--- config.mk ---
export PLATFORM = sky130hd
export DESIGN_NAME = multicycle_ctrl
export DESIGN_NICKNAME = d
export VERILOG_FILES = /design/src/rtl/cpu_ctrl_pkg.sv /design/src/rtl/mc_out_decode.sv /design/src/rtl/multicycle_ctrl.sv
export SDC_FILE = /design/constraint.sdc
export NUM_CORES = 1
export LEC_CHECK = 0
export CORE_ASPECT_RATIO = 1.4
export CORE_MARGIN = 5
export CORE_UTILIZATION = 35
export DETAILED_ROUTE_END_ITERATION = 7
export HOLD_SLACK_MARGIN = 0.15
export SLEW_MARGIN = 10
export SYNTH_ARGS = -nofsm -noshare
export SYNTH_HDL_FRONTEND = slang
export SYNTH_SLANG_ARGS = --single-unit
export TNS_END_PERCENT = 10
--- constraint.sdc ---
create_clock -name clk -period 4.74 [get_ports clk]
set_input_delay 0.474 -clock clk [delete_from_list [all_inputs] [get_ports clk]]
set_output_delay 0.474 -clock clk [all_outputs]
set_load 0.01 [all_outputs]
--- src/rtl/cpu_ctrl_pkg.sv ---
// Shared encodings for the multicycle control unit: states, opcodes, ALU selects
// and the packed datapath control word.
package cpu_ctrl_pkg;

    localparam int unsigned STATE_W  = 3;
    localparam int unsigned OPCODE_W = 7;

    localparam logic [STATE_W-1:0] S_FETCH  = 3'd0;
    localparam logic [STATE_W-1:0] S_DECODE = 3'd1;
    localparam logic [STATE_W-1:0] S_EXEC   = 3'd2;
    localparam logic [STATE_W-1:0] S_MEM    = 3'd3;
    localparam logic [STATE_W-1:0] S_WB     = 3'd4;
    localparam logic [STATE_W-1:0] S_HALT   = 3'd5;

    localparam logic [OPCODE_W-1:0] OP_R   = 7'b0110011;
    localparam logic [OPCODE_W-1:0] OP_I   = 7'b0010011;
    localparam logic [OPCODE_W-1:0] OP_LD  = 7'b0000011;
    localparam logic [OPCODE_W-1:0] OP_SD  = 7'b0100011;
    localparam logic [OPCODE_W-1:0] OP_BEQ = 7'b1100011;

    localparam logic [1:0] ALU_ADD   = 2'b00;
    localparam logic [1:0] ALU_SUB   = 2'b01;
    localparam logic [1:0] ALU_RTYPE = 2'b10;
    localparam logic [1:0] ALU_ITYPE = 2'b11;

    localparam logic [1:0] SRCB_RS2  = 2'b00;
    localparam logic [1:0] SRCB_FOUR = 2'b01;
    localparam logic [1:0] SRCB_IMM  = 2'b10;

    typedef struct packed {
        logic       pc_write;
        logic       ir_write;
        logic       reg_write;
        logic       mem_read;
        logic       mem_write;
        logic       mem_to_reg;
        logic       pc_src;
        logic       alu_src_a;
        logic [1:0] alu_src_b;
        logic [1:0] alu_op;
    } ctrl_t;

    function automatic logic is_legal_op(input logic [OPCODE_W-1:0] op);
        case (op)
            OP_R, OP_I, OP_LD, OP_SD, OP_BEQ: is_legal_op = 1'b1;
            default:                          is_legal_op = 1'b0;
        endcase
    endfunction

endpackage

--- src/rtl/mc_out_decode.sv ---
// Moore output decode: maps (state, latched opcode, zero_flag) to the datapath control word.
module mc_out_decode
    import cpu_ctrl_pkg::*;
(
    input  logic [STATE_W-1:0]  state,
    input  logic [OPCODE_W-1:0] op_q,
    input  logic                zero_flag,
    output ctrl_t               ctrl_c
);

    always_comb begin
        ctrl_c = '0;
        case (state)
            S_FETCH: begin
                ctrl_c.ir_write  = 1'b1;
                ctrl_c.pc_write  = 1'b1;
                ctrl_c.alu_src_b = SRCB_FOUR;
                ctrl_c.alu_op    = ALU_ADD;
            end
            S_EXEC: begin
                ctrl_c.alu_src_a = 1'b1;
                case (op_q)
                    OP_R: begin
                        ctrl_c.alu_src_b = SRCB_RS2;
                        ctrl_c.alu_op    = ALU_RTYPE;
                    end
                    OP_I: begin
                        ctrl_c.alu_src_b = SRCB_IMM;
                        ctrl_c.alu_op    = ALU_ITYPE;
                    end
                    OP_LD, OP_SD: begin
                        ctrl_c.alu_src_b = SRCB_IMM;
                        ctrl_c.alu_op    = ALU_ADD;
                    end
                    OP_BEQ: begin
                        ctrl_c.alu_src_b = SRCB_RS2;
                        ctrl_c.alu_op    = ALU_SUB;
                        ctrl_c.pc_src    = 1'b1;
                        ctrl_c.pc_write  = zero_flag;
                    end
                    default: ;
                endcase
            end
            S_MEM: begin
                ctrl_c.mem_read  = (op_q == OP_LD);
                ctrl_c.mem_write = (op_q == OP_SD);
            end
            S_WB: begin
                ctrl_c.reg_write  = 1'b1;
                ctrl_c.mem_to_reg = (op_q == OP_LD);
            end
            default: ;
        endcase
    end

endmodule

--- src/rtl/multicycle_ctrl.sv ---
// Multicycle CPU control FSM with retired-instruction counter.
// Optional MEM_WAIT_EN: MEM waits for mem_ready with a MEM_TIMEOUT fault.
module multicycle_ctrl
    import cpu_ctrl_pkg::*;
#(
    parameter int unsigned INSTRET_W   = 32,
    parameter int unsigned MEM_TIMEOUT = 15
) (
    input  logic                 clk,
    input  logic                 reset,
    input  logic [OPCODE_W-1:0]  opcode,
    input  logic                 zero_flag,
    input  logic                 mem_ready,
    output logic                 pc_write,
    output logic                 ir_write,
    output logic                 reg_write,
    output logic                 mem_read,
    output logic                 mem_write,
    output logic                 mem_to_reg,
    output logic                 pc_src,
    output logic                 alu_src_a,
    output logic [1:0]           alu_src_b,
    output logic [1:0]           alu_op,
    output logic [STATE_W-1:0]   state,
    output logic                 halted,
    output logic                 fault,
    output logic [INSTRET_W-1:0] instret
);

    logic [STATE_W-1:0]   state_q;
    logic [STATE_W-1:0]   state_d;
    logic [OPCODE_W-1:0]  op_q;
    logic                 fault_q;
    logic [INSTRET_W-1:0] instret_q;
    logic                 retire_c;
    logic                 fault_set_c;
    ctrl_t                ctrl_c;
    ctrl_t                ctrl_gated_c;

`ifdef MEM_WAIT_EN
    localparam int unsigned WAIT_W = $clog2(MEM_TIMEOUT + 1);
    logic [WAIT_W-1:0] wait_q;
    logic              unused_mem;
    assign unused_mem = 1'b0;
`else
    logic unused_mem;
    assign unused_mem = ^{mem_ready, 1'(MEM_TIMEOUT == 0)};
`endif

    // Next-state logic; retire and fault events are flagged on the leaving edge.
    always_comb begin
        state_d     = state_q;
        retire_c    = 1'b0;
        fault_set_c = 1'b0;
        case (state_q)
            S_FETCH: state_d = S_DECODE;
            S_DECODE: begin
                if (is_legal_op(opcode)) begin
                    state_d = S_EXEC;
                end else begin
                    state_d     = S_HALT;
                    fault_set_c = 1'b1;
                end
            end
            S_EXEC: begin
                case (op_q)
                    OP_R, OP_I:   state_d = S_WB;
                    OP_LD, OP_SD: state_d = S_MEM;
                    OP_BEQ: begin
                        state_d  = S_FETCH;
                        retire_c = 1'b1;
                    end
                    default: begin
                        state_d     = S_HALT;
                        fault_set_c = 1'b1;
                    end
                endcase
            end
            S_MEM: begin
`ifdef MEM_WAIT_EN
                if (mem_ready) begin
                    if (op_q == OP_LD) begin
                        state_d = S_WB;
                    end else begin
                        state_d  = S_FETCH;
                        retire_c = 1'b1;
                    end
                end else if (wait_q == WAIT_W'(MEM_TIMEOUT - 1)) begin
                    state_d     = S_HALT;
                    fault_set_c = 1'b1;
                end
`else
                if (op_q == OP_LD) begin
                    state_d = S_WB;
                end else begin
                    state_d  = S_FETCH;
                    retire_c = 1'b1;
                end
`endif
            end
            S_WB: begin
                state_d  = S_FETCH;
                retire_c = 1'b1;
            end
            S_HALT: state_d = S_HALT;
            default: begin
                state_d     = S_HALT;
                fault_set_c = 1'b1;
            end
        endcase
    end

    always_ff @(posedge clk or posedge reset) begin
        if (reset) begin
            state_q   <= S_FETCH;
            op_q      <= '0;
            fault_q   <= 1'b0;
            instret_q <= '0;
        end else begin
            state_q <= state_d;
            if (state_q == S_DECODE) begin
                op_q <= opcode;
            end
            if (fault_set_c) begin
                fault_q <= 1'b1;
            end
            if (retire_c) begin
                instret_q <= instret_q + INSTRET_W'(1);
            end
        end
    end

`ifdef MEM_WAIT_EN
    // Counts cycles spent in MEM without mem_ready; cleared whenever MEM is left.
    always_ff @(posedge clk or posedge reset) begin
        if (reset) begin
            wait_q <= '0;
        end else if (state_q == S_MEM && state_d == S_MEM) begin
            wait_q <= wait_q + WAIT_W'(1);
        end else begin
            wait_q <= '0;
        end
    end
`endif

    mc_out_decode u_out_decode (
        .state     (state_q),
        .op_q      (op_q),
        .zero_flag (zero_flag),
        .ctrl_c    (ctrl_c)
    );

    // No strobe may reach the datapath while reset is held.
    assign ctrl_gated_c = reset ? ctrl_t'('0) : ctrl_c;

    assign pc_write   = ctrl_gated_c.pc_write;
    assign ir_write   = ctrl_gated_c.ir_write;
    assign reg_write  = ctrl_gated_c.reg_write;
    assign mem_read   = ctrl_gated_c.mem_read;
    assign mem_write  = ctrl_gated_c.mem_write;
    assign mem_to_reg = ctrl_gated_c.mem_to_reg;
    assign pc_src     = ctrl_gated_c.pc_src;
    assign alu_src_a  = ctrl_gated_c.alu_src_a;
    assign alu_src_b  = ctrl_gated_c.alu_src_b;
    assign alu_op     = ctrl_gated_c.alu_op;

    assign state   = state_q;
    assign halted  = (state_q == S_HALT);
    assign fault   = fault_q;
    assign instret = instret_q;

endmodule
Word-level counts from Yosys, hierarchy flattened
Cells that the tools add are included.

storage, ports and cells
  input bits = 11
  word-level logic and storage cells = 48
  flip-flop bits (word level) = 43
  output and inout port bits = 49

cells by class
  add/subtract/negate cells = 1
  equal/unequal tests = 15
  mux-type cells = 22
  reduce and logical (&&, ||, !) cells = 6

operators by type and width
  cell                                           count
  adder 32 x 1 -> 32 bit, second input constant  1
  == test 7 x 6 -> 1 bit, second input constant  4
  case mux 4 bit (4 select lines)                1
  case mux 3 bit (5 select lines)                1
  == test 7 x 2 -> 1 bit, second input constant  2
  == test 7 x 5 -> 1 bit, second input constant  2
  == test 7 bit, second input constant           2
  2-to-1 mux 12 bit                              1
  2-to-1 mux 1 bit                               10
  OR reduction 5 bit                             2
  case mux 3 bit (3 select lines)                1
  case mux 4 bit (2 select lines)                1
  == test 3 x 2 -> 1 bit, second input constant  2
  == test 3 bit, second input constant           2
  2-to-1 mux 3 bit                               2
  case mux 1 bit (3 select lines)                2
  2-to-1 mux 2 bit                               2
  OR reduction 2 bit                             2
  OR reduction 4 bit                             1
  == test 3 x 1 -> 1 bit, second input constant  1
  logical NOT 3 bit                              1
  case mux 1 bit (2 select lines)                1

Longest topological paths before layout
  word-level depth = 6
  mapped depth = 7
  depth with buffers taken out = 5

Hierarchy
From an unflattened synthesis, not the netlist that was laid out.

unflattened totals
  cell total of the unflattened synthesis = 230
  area total of the unflattened synthesis = 2,389.8 sq um

by module, submodules not included
  module           area an instance (sq um)  sequential area each (sq um)  cells an instance  instances
  multicycle_ctrl  2,232.1                   1,076.0                       208                1
  mc_out_decode    157.7                     0.0                           22                 1

Least setup slack after synthesis
No wires, ideal clock.

  path type = register -> output
  start point = reg state_q[1] (netlist: state[1])
  end point = out pc_write
  required time = 4.266 ns
  slack = 2.460 ns
  buffers on the path = 1
  stages on the path, launching flop included = 6
  arrival = 1.806 ns
  path through = dfrtp_1 -> buf_2 -> nor4b_1 -> nand2_1 -> nor2_1 -> a21o_1

on the way
  longest elaborated chain between the ends = 3
  elaborated cells between the ends (all ways) = 4
  classes of those cells = eq/ne (1); mux (2); reduce/logical (1)

ends and longest elaborated chain
  item                                                         line                    text
  start, declared                                              multicycle_ctrl.sv:30   logic [STATE_W-1:0] state_q;
  start signal, assigned                                       multicycle_ctrl.sv:120  state_q <= state_d;
  == test 3 x 2 -> 1 bit or logical NOT 3 bit (tied branches)  mc_out_decode.sv:13     case (state)
  case mux 1 bit (2 select lines) *                            mc_out_decode.sv:13
  2-to-1 mux 12 bit *                                          multicycle_ctrl.sv:154  assign ctrl_gated_c = reset ? ctrl_t'('0) : ctrl_c;
  end, declared                                                multicycle_ctrl.sv:14   output logic pc_write,

Mark *: on every way between the ends. The rest lies on a longest branch, timed or not.

Worst setup path in the final report
  start point = in reset
  end point = out alu_src_b[1]

on the way
  longest elaborated chain between the ends = 1

ends and longest elaborated chain
  item               line                    text
  start, declared    multicycle_ctrl.sv:10   input logic reset,
  2-to-1 mux 12 bit  multicycle_ctrl.sv:154
  end, declared      multicycle_ctrl.sv:22   output logic [1:0] alu_src_b,

No other way between the ends.

==> summary.txt <==
status: completed
Slew headroom: 52.1%
Final Hold Vio Count: 0
CP max stage cell: clkdlybuf4s50_1
antenna viol nets, final: 0
setup TNS: 0 ps
# Max-Cap Violations: 0
die area: 8250 sq um
first-pass GRT wire length: 9.40 mm
cell area after synthesis: 2280 sq um
DP HPWL: 3.99 mm
Syn Area/Cell: 10.1 sq um
final std cells w/o fill: 356
TritonRoute pass-1 iters: 4
Starting DRT DRC Count: 112
CP startpoint kind: input pin
Design Area, Final: 3020 sq um
Clock Latency Late Sink: 290 ps
top cell family by delay on the critical path: buffers and inverters
CTS Sinks: 43
Worst Path Arrival: 2430 ps
total grt overflow: 0
most used flip-flop cell after synthesis: dfrtp_1
met3 wire length: 234 um
Fillers: 614
highest clock rate: 344 MHz
post-place instance area: 2910 sq um
most common library cell in the layout ignoring fill and taps: clkdlybuf4s50_1
vias in the first global route: 1,937
area grow syn2layout: 32.4%
uppermost layer routed: met4
CP required: 4270 ps
Syn Nets: 238
die width: 78.2 um
routed wire length per instance: 15.2 um
CP Max Fanout: 6
Clock Skew: 8.27 ps
antenna violations before repair: 0
largest net degree at the start of global routing: 44
core footprint: 6300 sq um
Initial Util: 36.2%
share of layout cells above drive strength 1: 8.10%
pre-CTS WS: 1860 ps
input/output buffers: 58
Hold Buf Count CTS: 0
synth unique cells: 47
Post-Synthesis Cells: 226
most frequent CP cell: clkdlybuf4s50_1
critical-path cell list: clkdlybuf4s50_1 -> nor4b_1 -> nand2_1 -> a211oi_1 -> clkdlybuf4s50_1
area of the multi-input gates: 1120 sq um
worst slew pin tran: 719 ps
Power Dens Cells: 331 nW/um^2
gpl congestion: 0.803
register area: 1080 sq um
Site Rows: 34
WL final: 5.39 mm
final hold slack: 477 ps
CTS tree: done
fin nets: 295
Setup Viol. Count Final: 0
Max Slew Vio Count: 0
sequential element share of the synthesized area: 47.2%
via count of the routed design: 1,885
Yosys reg bits: 43
Root Buffer: clkbuf_8
slowest stage delay, CP: 580 ps
post-route setup slack: 1840 ps
RSZ-0062 raised after global routing: false
post_cts resized: 0
Async SR Flop Fraction: 100%
DRC: 0
min cycle time layout: 2910 ps
diodes inserted: 0
clock buffer depth: 2
period utilization: 61.3%
Avg Vias per Cell: 5.29
HP Class: reg2reg
WP buf/inv: 2
GRT Overall Usage: 13.9%
H-tree depth: 2
Post CTS Setup Buffer Count: 0
Crit Path Class: in2out
routed length on met1: 2.27 mm
number of flops mapped to enable cells by yosys: 0
Leak: 0.00129 uW
commonest cells after routing, fill and taps aside: 58 x clkdlybuf4s50_1, 43 x dfrtp_1, 23 x xor2_1
chip height: 105 um
Ys Warns: 0
Top Ports: 60
met2 routed WL: 2.78 mm
CTS Buf Count: 5
DP Cell Count: 348
Max VDD drop: 0.210 mV
Worst-path clk slew: 90 ps
CP endpoint kind: output port
[kinds of logic (layout without fill, tap and decap cells)]
kind of cell	after synthesis	in the layout	share of synthesized area [%]
AO/OA/AOI/OAI	22	22	6.59
AND/OR/NAND/NOR	106	106	27.1
adder cells (fa/ha/maj)	1	1	0.549
XOR/XNOR	31	31	11.9
buffers and inverters	17	75	3.73
flip-flops	43	43	47.2
multiplexers	6	6	2.96
[synthesized netlist by cell type (2+ instances only)]
library cell	instances	area (sq um)
nand2_1	13	48.8
nand2b_1	4	25.0
nand4_1	8	50.1
and2_1	2	12.5
nor2b_1	2	12.5
nand3b_1	2	15.0
nand4b_1	3	26.3
dfrtp_1	43	1080
a211oi_1	2	15.0
clkbuf_1	2	7.51
nand3_1	13	65.1
nor4_1	7	43.8
xor2_1	23	201
o21a_1	3	22.5
xnor2_1	8	70.1
a21oi_1	4	20.0
buf_6	2	22.5
mux2_2	6	67.6
nor2_1	21	78.8
and4_1	3	26.3
nor3_1	15	75.1
o21ai_0	5	25.0
buf_2	5	25.0
inv_1	7	26.3
[stage by stage]
stage               power, uW  util [%]
finish                   1000      48.0
global route             1060      48.0
CTS                      1020      48.0
detailed placement        725      46.2
global placement          726      46.2
floorplan                 636         -
[final cells by class]
class                           instances  share of cell area, %
Inverter                                7                  0.870
Multi-Input combinational cell        166                   37.0
Clock buffer                            5                   2.28
Timing Repair Buffer                   60                   19.7
Tap cell                               72                   2.98
Clock inverter                          3                   1.45
Sequential cell                        43                   35.6
[per-layer routing]
| metal | up-vias | GRT usage, % |
|---|---|---|
| li1 | 917 | - |
| met1 | 908 | 16.7 |
| met2 | 49 | 24.4 |
| met3 | 11 | 2.99 |
| met4 | 0 | 4.88 |
| met5 | - | 0 |
[path summary, 6_finish.rpt]
check                            start            to  slack [ps]  cells past startpoint
min reg2reg                instret[31]   instret[31]         480                      1
max in group asynchronous        reset       op_q[5]        3500                      3
max                              reset  alu_src_b[1]        1840                      5
max reg2reg                    op_q[3]   instret[29]        2510                      5
min                        instret[31]   instret[31]         480                      1
min in group asynchronous        reset   instret[27]         860                      3
[flip-flops by register name, indices dropped and copies added, names as in the netlist]
register,cells
instret,32
state,3
fault,1
op_q,7
[power breakdown]
group          switching [uW]  total [uW]  internal, uW
Sequential               85.3         497           412
Combinational            97.7         217           119
Clock                     129         286           157
No activity file was read; power rests on OpenSTA's default activity.
